[config.mk]
export PLATFORM = sky130hd
export DESIGN_NAME = apb_master_arbiter
export DESIGN_NICKNAME = d
export VERILOG_FILES = /design/src/rtl/apb_arb_pkg.sv /design/src/rtl/rr_arbiter.sv /design/src/rtl/apb_master_arbiter.sv
export SDC_FILE = /design/constraint.sdc
export NUM_CORES = 1
export LEC_CHECK = 0
export ABC_AREA = 1
export BUFFER_PORTS_ARGS = -buffer_cell sky130_fd_sc_hd__buf_2
export CAP_MARGIN = 20
export CORE_ASPECT_RATIO = 0.8
export CORE_UTILIZATION = 40
export CTS_BUF_LIST = sky130_fd_sc_hd__clkbuf_4
export CTS_CLUSTER_SIZE = 20
export DETAILED_ROUTE_END_ITERATION = 6
export PLACE_DENSITY = 0.73
export SYNTH_ARGS = -nofsm -noshare
export SYNTH_HDL_FRONTEND = slang
export SYNTH_SLANG_ARGS = --single-unit
export TNS_END_PERCENT = 100
[constraint.sdc]
create_clock -name pclk -period 2.65 [get_ports pclk]
set_clock_uncertainty 0.1 [all_clocks]
set_input_delay 0.795 -clock pclk [delete_from_list [all_inputs] [get_ports pclk]]
set_output_delay 0.795 -clock pclk [all_outputs]
set_load 0.1 [all_outputs]
[src/rtl/apb_arb_pkg.sv]
// Shared types and sizing helpers for the APB master arbiter.
package apb_arb_pkg;

  // Transfer sequencer states
  typedef enum logic [1:0] {
    IDLE   = 2'd0,
    SETUP  = 2'd1,
    ACCESS = 2'd2
  } arb_state_e;

  localparam int DEF_NUM_REQ     = 2;
  localparam int DEF_ADDR_W      = 12;
  localparam int DEF_DATA_W      = 32;
  localparam int DEF_TIMEOUT_CYC = 16;

  // Bits needed to hold values 0..max_val (at least 1)
  function automatic int cnt_width(input int max_val);
    int w;
    w = 1;
    while ((1 << w) <= max_val) w++;
    return w;
  endfunction

  // Bits needed to index n requesters (at least 1)
  function automatic int idx_width(input int n);
    return (n > 1) ? $clog2(n) : 1;
  endfunction

endpackage

[src/rtl/rr_arbiter.sv]
// Combinational round-robin picker: the first asserted request strictly
// after the pointer (wrapping) wins, so the last winner has lowest priority.
module rr_arbiter
  import apb_arb_pkg::*;
#(
  parameter int NUM_REQ = 2,
  parameter int IDX_W   = idx_width(NUM_REQ)
) (
  input  logic [NUM_REQ-1:0] req_i,
  input  logic [IDX_W-1:0]   ptr_i,
  output logic [NUM_REQ-1:0] grant_o,
  output logic [IDX_W-1:0]   grant_idx_o,
  output logic               any_o
);

  int               cand;
  logic [IDX_W-1:0] cand_idx;

  // Scan from farthest to nearest so the nearest requester after ptr wins
  always_comb begin
    grant_o     = '0;
    grant_idx_o = '0;
    any_o       = |req_i;
    cand        = 0;
    cand_idx    = '0;
    for (int off = NUM_REQ; off >= 1; off--) begin
      cand = int'(ptr_i) + off;
      if (cand >= NUM_REQ) cand = cand - NUM_REQ;
      cand_idx = IDX_W'(cand);
      if (req_i[cand_idx]) grant_idx_o = cand_idx;
    end
    if (any_o) grant_o[grant_idx_o] = 1'b1;
  end

endmodule

[src/rtl/apb_master_arbiter.sv]
// Shares one APB master port between NUM_REQ requesters. Requests are taken
// round-robin, one transfer in flight, and each completes with a one-cycle
// response pulse to its owner.
//
// Handshake: a request transfers on a cycle where req_valid[i] and
// req_ready[i] are both 1. req_ready is only raised at an arbitration point
// (IDLE, or the ACCESS cycle that completes or times out); requesters hold
// their fields stable while req_valid is 1 and must not wait on req_ready
// before raising req_valid.
module apb_master_arbiter
  import apb_arb_pkg::*;
#(
  parameter int NUM_REQ     = DEF_NUM_REQ,
  parameter int ADDR_W      = DEF_ADDR_W,
  parameter int DATA_W      = DEF_DATA_W,
  parameter int TIMEOUT_CYC = DEF_TIMEOUT_CYC
) (
  input  logic                       pclk,
  input  logic                       presetn,
  input  logic [NUM_REQ-1:0]         req_valid,
  output logic [NUM_REQ-1:0]         req_ready,
  input  logic [NUM_REQ-1:0]         req_write,
  input  logic [NUM_REQ*ADDR_W-1:0]  req_addr,
  input  logic [NUM_REQ*DATA_W-1:0]  req_wdata,
  input  logic [NUM_REQ*DATA_W/8-1:0] req_strb,
  output logic [NUM_REQ-1:0]         rsp_valid,
  output logic [DATA_W-1:0]          rsp_rdata,
  output logic                       rsp_err,
  output logic [ADDR_W-1:0]          paddr,
  output logic                       psel,
  output logic                       penable,
  output logic                       pwrite,
  output logic [DATA_W/8-1:0]        pstrb,
  output logic [DATA_W-1:0]          pwdata,
  input  logic [DATA_W-1:0]          prdata,
  input  logic                       pready,
  input  logic                       pslverr,
  output arb_state_e                 dbg_state_o
);

  localparam int STRB_W = DATA_W / 8;
  localparam int IDX_W  = idx_width(NUM_REQ);
  localparam int CNT_W  = cnt_width(TIMEOUT_CYC);
  localparam bit TO_EN  = (TIMEOUT_CYC > 0);

  arb_state_e         state_q, state_d;
  logic [IDX_W-1:0]   ptr_q, ptr_d;
  logic [IDX_W-1:0]   owner_q, owner_d;
  logic [CNT_W-1:0]   cnt_q, cnt_d;
  logic [ADDR_W-1:0]  paddr_q, paddr_d;
  logic               psel_q, psel_d;
  logic               penable_q, penable_d;
  logic               pwrite_q, pwrite_d;
  logic [STRB_W-1:0]  pstrb_q, pstrb_d;
  logic [DATA_W-1:0]  pwdata_q, pwdata_d;
  logic [NUM_REQ-1:0] rsp_valid_q, rsp_valid_d;
  logic [DATA_W-1:0]  rsp_rdata_q, rsp_rdata_d;
  logic               rsp_err_q, rsp_err_d;

  logic [NUM_REQ-1:0] arb_grant;
  logic [IDX_W-1:0]   arb_idx;
  logic               arb_any;
  logic               arb_pt;
  logic               timeout_hit;

  rr_arbiter #(
    .NUM_REQ (NUM_REQ),
    .IDX_W   (IDX_W)
  ) u_rr (
    .req_i       (req_valid),
    .ptr_i       (ptr_q),
    .grant_o     (arb_grant),
    .grant_idx_o (arb_idx),
    .any_o       (arb_any)
  );

  // Last allowed ACCESS cycle without pready; pready in that cycle still wins
  assign timeout_hit = TO_EN && (state_q == ACCESS) && !pready &&
                       (cnt_q == CNT_W'(TIMEOUT_CYC - 1));

  // Next-state, grant and response logic
  always_comb begin
    state_d     = state_q;
    ptr_d       = ptr_q;
    owner_d     = owner_q;
    cnt_d       = cnt_q;
    paddr_d     = paddr_q;
    pwrite_d    = pwrite_q;
    pstrb_d     = pstrb_q;
    pwdata_d    = pwdata_q;
    rsp_valid_d = '0;
    rsp_rdata_d = rsp_rdata_q;
    rsp_err_d   = rsp_err_q;
    req_ready   = '0;
    arb_pt      = 1'b0;

    case (state_q)
      IDLE: arb_pt = 1'b1;
      SETUP: begin
        state_d = ACCESS;
        cnt_d   = '0;
      end
      ACCESS: begin
        if (pready || timeout_hit) begin
          arb_pt               = 1'b1;
          state_d              = IDLE;
          rsp_valid_d[owner_q] = 1'b1;
          rsp_rdata_d          = (pready && !pwrite_q) ? prdata : '0;
          rsp_err_d            = pready ? pslverr : 1'b1;
        end else if (TO_EN) begin
          cnt_d = cnt_q + 1'b1;
        end
      end
      default: state_d = IDLE;
    endcase

    if (arb_pt && arb_any) begin
      req_ready = arb_grant;
      paddr_d   = req_addr[arb_idx*ADDR_W +: ADDR_W];
      pwrite_d  = req_write[arb_idx];
      pwdata_d  = req_wdata[arb_idx*DATA_W +: DATA_W];
      pstrb_d   = req_write[arb_idx] ? req_strb[arb_idx*STRB_W +: STRB_W] : '0;
      ptr_d     = arb_idx;
      owner_d   = arb_idx;
      state_d   = SETUP;
    end

    psel_d    = (state_d != IDLE);
    penable_d = (state_d == ACCESS);
  end

  // State, APB and response registers with synchronous active-low reset
  always_ff @(posedge pclk) begin
    if (!presetn) begin
      state_q     <= IDLE;
      ptr_q       <= IDX_W'(NUM_REQ - 1);
      owner_q     <= '0;
      cnt_q       <= '0;
      paddr_q     <= '0;
      psel_q      <= 1'b0;
      penable_q   <= 1'b0;
      pwrite_q    <= 1'b0;
      pstrb_q     <= '0;
      pwdata_q    <= '0;
      rsp_valid_q <= '0;
      rsp_rdata_q <= '0;
      rsp_err_q   <= 1'b0;
    end else begin
      state_q     <= state_d;
      ptr_q       <= ptr_d;
      owner_q     <= owner_d;
      cnt_q       <= cnt_d;
      paddr_q     <= paddr_d;
      psel_q      <= psel_d;
      penable_q   <= penable_d;
      pwrite_q    <= pwrite_d;
      pstrb_q     <= pstrb_d;
      pwdata_q    <= pwdata_d;
      rsp_valid_q <= rsp_valid_d;
      rsp_rdata_q <= rsp_rdata_d;
      rsp_err_q   <= rsp_err_d;
    end
  end

  assign paddr       = paddr_q;
  assign psel        = psel_q;
  assign penable     = penable_q;
  assign pwrite      = pwrite_q;
  assign pstrb       = pstrb_q;
  assign pwdata      = pwdata_q;
  assign rsp_valid   = rsp_valid_q;
  assign rsp_rdata   = rsp_rdata_q;
  assign rsp_err     = rsp_err_q;
  assign dbg_state_o = state_q;

endmodule

Yosys cells after proc, flatten, opt, wreduce, memory -nomap -nowiden

Index checks and enable logic that the tools add are counted.

Flip-flop bits (word level): 95
Latch bits: 0
Memory bits (writable): 0
Memory bits (read-only): 0
Word-level logic and storage cells: 77
Memories kept: 0

Add/sub/neg operators: 5
Multipliers: 1
Div/mod/pow operators: 0
Order comparisons: 8
Equal/unequal tests: 5
Shift-type cells: 3
Mux-type cells: 26
Bitwise logic cells: 0
Reduce and logical (&&, ||, !) cells: 16

Operator list:

| kind                  | number |
|---|---|
| $shiftx A64 B7 Y32    | 1 |
| $mux W32              | 1 |
| $shiftx A24 B6 Y12    | 1 |
| $mux W1               | 14 |
| $pmux W5 S2           | 1 |
| $lt A1 B2 Y1 const B  | 4 |
| $mux W2               | 4 |
| $shiftx A8 B4 Y4      | 1 |
| $logic_and A1 B1 Y1   | 6 |
| $pmux W2 S3           | 1 |
| $add A5 B1 Y5 const B | 1 |
| $eq A5 B4 Y1 const B  | 1 |
| $mux W5               | 1 |
| $eq A2 B2 Y1 const B  | 2 |
| $mux W4               | 1 |
| $reduce_and A2 Y1     | 2 |
| $reduce_bool A2 Y1    | 2 |
| $add A1 B2 Y3 const B | 1 |
| $ge A3 B2 Y1 const B  | 1 |
| $mul A1 B2 Y3 const B | 1 |
| $reduce_and A3 Y1     | 1 |
| $add A1 B1 Y2 const B | 1 |
| $demux W1 S1          | 2 |
| $eq A2 B1 Y1 const B  | 1 |
| 9 further kinds       | 12 |

Longest topological paths before layout

Gate-level depths: netlist of run 1.

Word-level depth: 13
Gate-level depth with buffers: 12
Depth with buffers taken out: 10

Cells and area by module

From an unflattened synthesis of run 1, not the netlist that was laid out.

Cells, all modules: 607
Area, all modules: 4063.9 sq um

Modules (own cells, without submodules):

| module             | times used | cells an instance | area each (sq um) |
|---|---|---|---|
| apb_master_arbiter | 1          | 600               | 4033.9 |
| rr_arbiter         | 1          | 7                 | 30.0 |

Worst setup path after synthesis of run 1

Ideal clock, no wire load.

Path type: register to output
Start: register state_q[1], in the netlist dbg_state_o[1]
End: output req_ready[0]
Arrival time: 2.898 ns
Path slack: -1.143 ns
Cell stages (with the launch flop): 6
Buffers on the path: 1
Cell sequence: dfxtp_1 > nand3_1 > nand3_2 > nand2_4 > buf_4 > nor2_1

Cells in the longest elaborated chain, start to end: 8

RTL lines:

| element                           | RTL line                                           | source |
|---|---|---|
| from (decl)                       | apb_master_arbiter.sv:46                           | `arb_state_e state_q, state_d;` |
| from (signal assigned)            | apb_master_arbiter.sv:149                          | `state_q <= state_d;` |
| $eq A2 B2 Y1                      | apb_master_arbiter.sv:78, apb_master_arbiter.sv:97 |  |
| $logic_and A1 B1 Y1 (2 in series) | apb_master_arbiter.sv:78                           | `assign timeout_hit = TO_EN && (state_q == ACCESS) && !pready &&` |
| $logic_or A1 B1 Y1                | apb_master_arbiter.sv:104                          | `if (pready \|\| timeout_hit) begin` |
| $mux W1                           | apb_master_arbiter.sv:104                          |  |
| $pmux W1 S2 *                     | apb_master_arbiter.sv:97                           | `case (state_q)` |
| $logic_and A1 B1 Y1 *             | apb_master_arbiter.sv:117                          | `if (arb_pt && arb_any) begin` |
| $mux W2 *                         | apb_master_arbiter.sv:117                          |  |
| to (decl)                         | apb_master_arbiter.sv:21                           | `output logic [NUM_REQ-1:0] req_ready,` |

Mark *: on every way between the ends. The rest lies on a longest branch, timed or not.

Worst setup path after layout of run 1

Start: register cnt_q[0]
End: output req_ready[0]

Cells in the longest elaborated chain, start to end: 7

RTL lines:

| element                | RTL line                  | source |
|---|---|---|
| from (decl)            | apb_master_arbiter.sv:49  | `logic [CNT_W-1:0] cnt_q, cnt_d;` |
| from (signal assigned) | apb_master_arbiter.sv:152 | `cnt_q <= cnt_d;` |
| $eq A5 B4 Y1           | apb_master_arbiter.sv:79  | `(cnt_q == CNT_W'(TIMEOUT_CYC - 1));` |
| $logic_and A1 B1 Y1    | apb_master_arbiter.sv:78  |  |
| $logic_or A1 B1 Y1     | apb_master_arbiter.sv:104 |  |
| $mux W1                | apb_master_arbiter.sv:104 |  |
| $pmux W1 S2            | apb_master_arbiter.sv:97  |  |
| $logic_and A1 B1 Y1    | apb_master_arbiter.sv:117 |  |
| $mux W2                | apb_master_arbiter.sv:117 |  |

No other way between the ends.

==> results.ini, run 1 <==
[cells_and_area]
nFillCells=1021
multiInputGateArea_um2=2070
fin_util=0.554
diodes=0
layout-drive-gt1-share=0.389
layout.nets=949
syn_to_final_growth_pct=34.8
seq_area_um2=1910

[die]
die_h_um=93.5
die_area_um2=10900
start_util=0.411
ios=226
core_um2=10200
fp-row-count=33
die_x_um=116

[detailed_routing]
drt_iter0_markers=229
num_vias=4383
vias_per_cell=4.59
wire_per_inst_um=11.8
drt-total-wl_um=11300
remaining_drc_errors=0
drt_pass1_iterations=4
final_antenna_net_count=0

[timing]
setup_viol=2
whs_ns=0.372
fin_crit_ns=2.71
fin_ws_ns=-0.0614
finalCritPeriodShare=1.02
worstMarginPinSlew_ns=0.794
finalHoldViolations=0
rsz0062_at_grt=true
fmax_mhz=369
fin_tns_setup_ns=-0.0855
maxSlewHeadroom=0.470
maxSlewViolCount=0

[yosys]
synth_edf_count=0
synth_nets=735
async_flop_share=0
netlist_area_um2=4190
synthFlopType=dfxtp_1
ys_warn_count=0
synthCells=597
synth_seq_area_share=0.454
syn_area_per_cell_um2=7.02
synth.distinct_cells=23
ys_ff_latch=95

[power_and_ir_drop]
switching_share=0.424
worst_ir_drop_vdd_uv=274
comb_power_share=0.364
internal_power_mw=2.09
clockPowerShare=0.205
pwr-share-seq=0.431
powerDensity_nw_per_um2=644
power.switching_mw=1.54
total_power_mw=3.64
p_leak_nw=2.89

[place]
gp_congestion=0.782
dp_slack_ns=0.187
port-buffer-count=225
dpl.hpwl_um=8120

[critical_path]
crit_path_max_incr_delay_ns=0.38
cp_cell_sequence=ha_4 > nand2_2 > nor2_2 > ha_2 > nand3_4 > nand3_4 > nand2_4 > nor2_4 > buf_12
crit_top_cell=nand3_4
critical_path_buf_inv_count=1
cp_max_fo=3
end_kind=output pin
crit_required_ns=1.76
crit_family=simple AND/OR/NAND/NOR gates
critPathArrivalTime_ns=1.82
cp-start-kind=flop
critPathSlowestCell=dfxtp_2
crit_type=flop to output pin

[clocking]
cts-root-buf=clkbuf_4
cts_buffer_depth=2
clock-sinks=95
insertion_delay_ns=0.42
clk_pin_slew_worst_paths_ns=0.14
numCtsBuffers=9
cts_tree=done
cts.htree.levels=3
postCtsHoldBufs=0

[grt]
grt-ovfl-total=0
grt_pass1_vias=4047
grt.total_usage=0.211
grt_max_degree=50
grt_pass1_wl_um=18400
antenna_found_initial=0

[run]
drv_cap=0

[status]
violations=setup timing
status=complete, but fails checks

[min_path]
min_path_type=flop to flop

worst min-delay path, stage by stage, from the launching register on:
cell and delay (ns):
dfxtp_1 0.33, nand2_1 0.06, a21oi_1 0.05
sequential cells by signal, summed over array words and instances, names as in the netlist:
| register | count |
|---|---|
| rsp_valid | 2 |
| pwrite | 1 |
| ptr_q | 1 |
| rsp_rdata | 32 |
| rsp_err | 1 |
| psel | 1 |
| owner_q | 1 |
| pstrb | 4 |
| cnt_q | 5 |
| pwdata | 32 |
| penable | 1 |
| dbg_state_o | 2 |
| paddr | 12 |
per-stage QoR:
step,cell area [um2],std cells
after detailed placement,5430,933
after CTS,5620,952
after floorplan,4230,597
final,5650,955
after global placement,5430,933
after global routing,5650,955
routing by layer:
metal / part of all wire / up-vias / global-route usage
met4: 0.021 / 0 / 0.0694
met5: 0 / - / 0
met3: 0.049 / 24 / 0.0460
li1: - / 2317 / -
met2: 0.48 / 124 / 0.361
met1: 0.45 / 1918 / 0.259
cell usage after synthesis (2+ instances only):
library cell  count  area share
buf_2            18       0.021
inv_1            14       0.013
buf_6             3      0.0081
nand2_2          21       0.031
nor2_1           12       0.011
o21ai_0          34       0.041
a21oi_2          18       0.038
dfxtp_1          95        0.45
nand3_1          44       0.053
nand2_1         271        0.24
a21oi_1          38       0.045
buf_4             4      0.0072
inv_2             3      0.0027
clkbuf_1         12       0.011
ha_1              2      0.0060
final timing paths:
check / start / endpoint / slack [ns] / cells after the start
setup reg to reg: cnt_q[0] / pwdata[4] / 0.17 / 12
hold reg to reg: pwdata[11] / pwdata[11] / 0.37 / 2
setup / recovery: cnt_q[0] / req_ready[0] / -0.06 / 9
hold / removal: pwdata[11] / pwdata[11] / 0.37 / 2
cells by family after synthesis:
family / share of synthesized area
adders and majority gates: 0.00597
DFF: 0.454
and+or+nand+nor: 0.348
buffers and inverters: 0.0672
AOI/OAI and AO/OA: 0.125
power groups by stage:
stage	registers [mW]	clock network (mW)	logic, mW
floorplan	2.21	0	0.433
global placement	1.60	0	1.31
detailed placement	1.60	0	1.31
CTS	1.57	0.779	1.32
global route	1.58	0.826	1.42
finish	1.57	0.747	1.32
cell usage in the layout, fill, tap and decap left out, drive strengths merged:
| master | netlist | layout |
|---|---|---|
| dfxtp | 95 | 95 |
| nand3 | 45 | 45 |
| nand2 | 293 | 293 |
| or2 | 2 | 2 |
| clkinv | 0 | 3 |
| o211ai | 1 | 1 |
| ha | 2 | 2 |
| a21oi | 56 | 56 |
| buf | 27 | 242 |
| inv | 17 | 16 |
| clkinvlp | 0 | 3 |
| bufinv | 0 | 1 |
| nand4 | 1 | 1 |
| o21ai | 34 | 34 |
| clkbuf | 12 | 9 |
| nor2 | 12 | 12 |
area by class of cell:
| class | instances | share of cell area |
|---|---|---|
| inverters | 17 | 0.0122 |
| clock inverters | 6 | 0.0109 |
| multi-input cells | 446 | 0.367 |
| well taps | 140 | 0.0310 |
| repair buffers | 242 | 0.230 |
| clock buffers | 9 | 0.0120 |
| flip-flops and latches | 95 | 0.338 |
timing repair:
action	4_1_cts	5_1_grt
resized for setup	7	1
buffers inserted	4	3
pin swaps	7	5
setup endpoints to repair	2	4
gates cloned	0	0
Note: power is estimated with default switching activity, not from simulation.
==> inputs of run 2 (changes only) <==
--- a/config.mk
+++ b/config.mk
@@ -9,10 +9,12 @@
 export BUFFER_PORTS_ARGS = -buffer_cell sky130_fd_sc_hd__buf_2
 export CAP_MARGIN = 20
 export CORE_ASPECT_RATIO = 0.8
+export CORE_MARGIN = 3
 export CORE_UTILIZATION = 40
 export CTS_BUF_LIST = sky130_fd_sc_hd__clkbuf_4
 export CTS_CLUSTER_SIZE = 20
 export DETAILED_ROUTE_END_ITERATION = 6
+export GPL_TIMING_DRIVEN = 0
 export PLACE_DENSITY = 0.73
 export SYNTH_ARGS = -nofsm -noshare
 export SYNTH_HDL_FRONTEND = slang
==> results.ini, run 2 (synthesis results as in run 1) <==
[status]
status=complete, but fails checks
violations=setup timing

[critical_path]
critical_path_buf_inv_count=5  ; +4
crit_family=buffers and inverters
reg2reg_slack_ns=0.58  ; +0.41 ns
crit_path_max_incr_delay_ns=0.22  ; -0.16 ns
worstReg2RegStart=cnt_q[0]
critPathArrivalTime_ns=1.89  ; +0.07 ns
timing.rr.end=pwdata[29]
end_kind=output pin
crit_top_cell=nand2_2
crit_type=input pin to output pin
critPathSlowestCell=buf_4
cp-start-kind=input pin
cp_max_fo=10  ; +7
r2r_cells=13  ; +1
crit_required_ns=1.76  ; about the same
cp_cell_sequence=buf_2 > nand2_2 > nand2_2 > inv_4 > buf_4 > nand2_4 > clkinvlp_4 > buf_12

[detailed_routing]
remaining_drc_errors=0  ; unchanged
drt-total-wl_um=12700  ; +12%
drt_pass1_iterations=4  ; unchanged
drt_iter0_markers=232  ; +1.3%
vias_per_cell=4.76  ; +3.7%
wire_per_inst_um=12.9  ; +9.1%
num_vias=4665  ; +6.4%
final_antenna_net_count=0  ; unchanged

[grt]
grt_max_degree=19  ; -62%
grt-ovfl-total=0  ; unchanged
grt_pass1_vias=4545  ; +12%
antenna_found_initial=0  ; unchanged
grt.total_usage=0.210  ; -0.000557
grt_pass1_wl_um=20500  ; +11%

[clocking]
cts_buffer_depth=2  ; unchanged
insertion_delay_ns=0.43  ; about the same
clock-sinks=95  ; unchanged
cts-root-buf=clkbuf_4
cts.htree.levels=3  ; unchanged
clk_pin_slew_worst_paths_ns=0.14  ; about the same
cts_tree=done
postCtsHoldBufs=0  ; unchanged
numCtsBuffers=9  ; unchanged

[cells_and_area]
final_cells=980  ; +2.6%
layout_common_cells=268 x nand2_1, 239 x buf_2, 91 x dfxtp_1, 42 x nand3_1, 38 x a21oi_1
layout.nets=977  ; +3.0%
nFillCells=978  ; -4.2%
fin_area_um2=5810  ; +2.9%
syn_to_final_growth_pct=38.7
layout-drive-gt1-share=0.395  ; +0.00559
diodes=0  ; unchanged
fin_util=0.585  ; +0.0314
final_common_cell=nand2_1

[timing]
setup_viol=2  ; unchanged
finalHoldViolations=0  ; unchanged
fin_crit_ns=2.79  ; +0.0778 ns
finalCritPeriodShare=1.05  ; +0.0294
fmax_mhz=359  ; -2.8%
maxSlewViolCount=0  ; unchanged
fin_ws_ns=-0.139  ; -0.0778 ns
worstMarginPinSlew_ns=0.582  ; -0.212 ns
rsz0062_at_grt=true
whs_ns=0.371  ; -0.00148 ns
maxSlewHeadroom=0.612  ; +0.142

[power_and_ir_drop]
worst_ir_drop_vdd_uv=319  ; +16%
powerDensity_nw_per_um2=640  ; -0.70%
p_leak_nw=3.00  ; +3.6%
pwr-share-seq=0.422  ; -0.009
switching_share=0.426  ; +0.00140
comb_power_share=0.370  ; +0.006
internal_power_mw=2.13  ; +1.9%
power.switching_mw=1.58  ; +2.5%
clockPowerShare=0.208  ; +0.003

[place]
placed_area_um2=5520  ; +1.7%
dpl.hpwl_um=10000  ; +23%
dp_cells=957  ; +2.6%
gp_congestion=0.841  ; +7.5%
dp_slack_ns=-0.455  ; -0.641 ns
port-buffer-count=224  ; -0.44%

[die]
core_um2=9930  ; -2.6%
die_area_um2=11700  ; +7.9%
start_util=0.422  ; +0.0111
ios=226  ; unchanged
die_x_um=120  ; +3.4%
die_h_um=97.5  ; +4.3%
fp-row-count=32  ; -3.0%

[min_path]
hold_depth=2  ; unchanged
hold_path_end=paddr[4]
min_path_type=flop to flop
min_from=paddr[4]

[run]
drv_cap=0  ; unchanged

## run 2: changes by cell type in the layout (fill, tap and decap cells not counted), moves of 4 or more
cell,previous run,this run
buf_2,223,239
buf_4,16,11
clkbuf_1,0,12
buf_6,0,4
## run 2: routing by layer
layer,wire (um),part of all wire,vias up,track usage
met4,253,0.020,0,0.0653
met1,5270,0.42,2123,0.251
met2,6270,0.49,145,0.365
met5,0,0,-,0
li1,-,-,2374,-
met3,873,0.069,23,0.0588
## run 2: final cells by class
cell class,instances,area (um2),share of cell area
Multi-Input combinational cell,446,2100,0.361
Sequential cell,95,1910,0.328
Timing Repair Buffer,232,1210,0.209
Buffer,38,213,0.0366
Tap cell,136,170,0.0293
Clock inverter,7,70.1,0.0121
Inverter,17,70.1,0.0121
Clock buffer,9,67.6,0.0116
## run 2: worst max path at each step
stage,start,to,cells past startpoint
floorplan,cnt_q[0],req_ready[0],9
global placement,req_valid[0],req_ready[1],8
detailed placement,req_valid[0],req_ready[1],8
CTS,cnt_q[1],req_ready[1],10
global route,cnt_q[1],req_ready[1],10
finish,req_valid[0],req_ready[1],8
## run 2: stage by stage
stage / TNS (ns) / power [mW]
after global placement: -0.723 / 2.92
after detailed placement: -0.706 / 2.94
final: -0.195 / 3.72
after global routing: -0.421 / 3.91
after CTS: -0.321 / 3.74
after floorplan: -0.00762 / 2.64
## run 2: worst reg2reg max path, stage by stage (launching register included)
cell	delay [ns]
dfxtp_2	0.39
ha_4	0.16
nand2_4	0.06
nor2_4	0.11
ha_4	0.15
nand3_4	0.08
nand3_4	0.11
nand2_8	0.07
buf_4	0.20
inv_2	0.10
buf_6	0.15
buf_6	0.17
nand2_2	0.07
a21oi_2	0.12
## run 2: timing repair
| item | in CTS | in global routing |
|---|---|---|
| endpoints found under the setup margin | 2 | 2 |
| endpoints found under the hold margin | 0 | 0 |
| resized for setup | 16 | 5 |
| pin swaps | 7 | 3 |
| setup buffers | 7 | 1 |
## run 2: power groups by stage
stage	Combinational, mW	Sequential, mW	Clock [mW]
finish	1.38	1.57	0.772
global route	1.47	1.58	0.863
CTS	1.38	1.57	0.798
detailed placement	1.34	1.60	0
global placement	1.33	1.60	0
floorplan	0.433	2.21	0
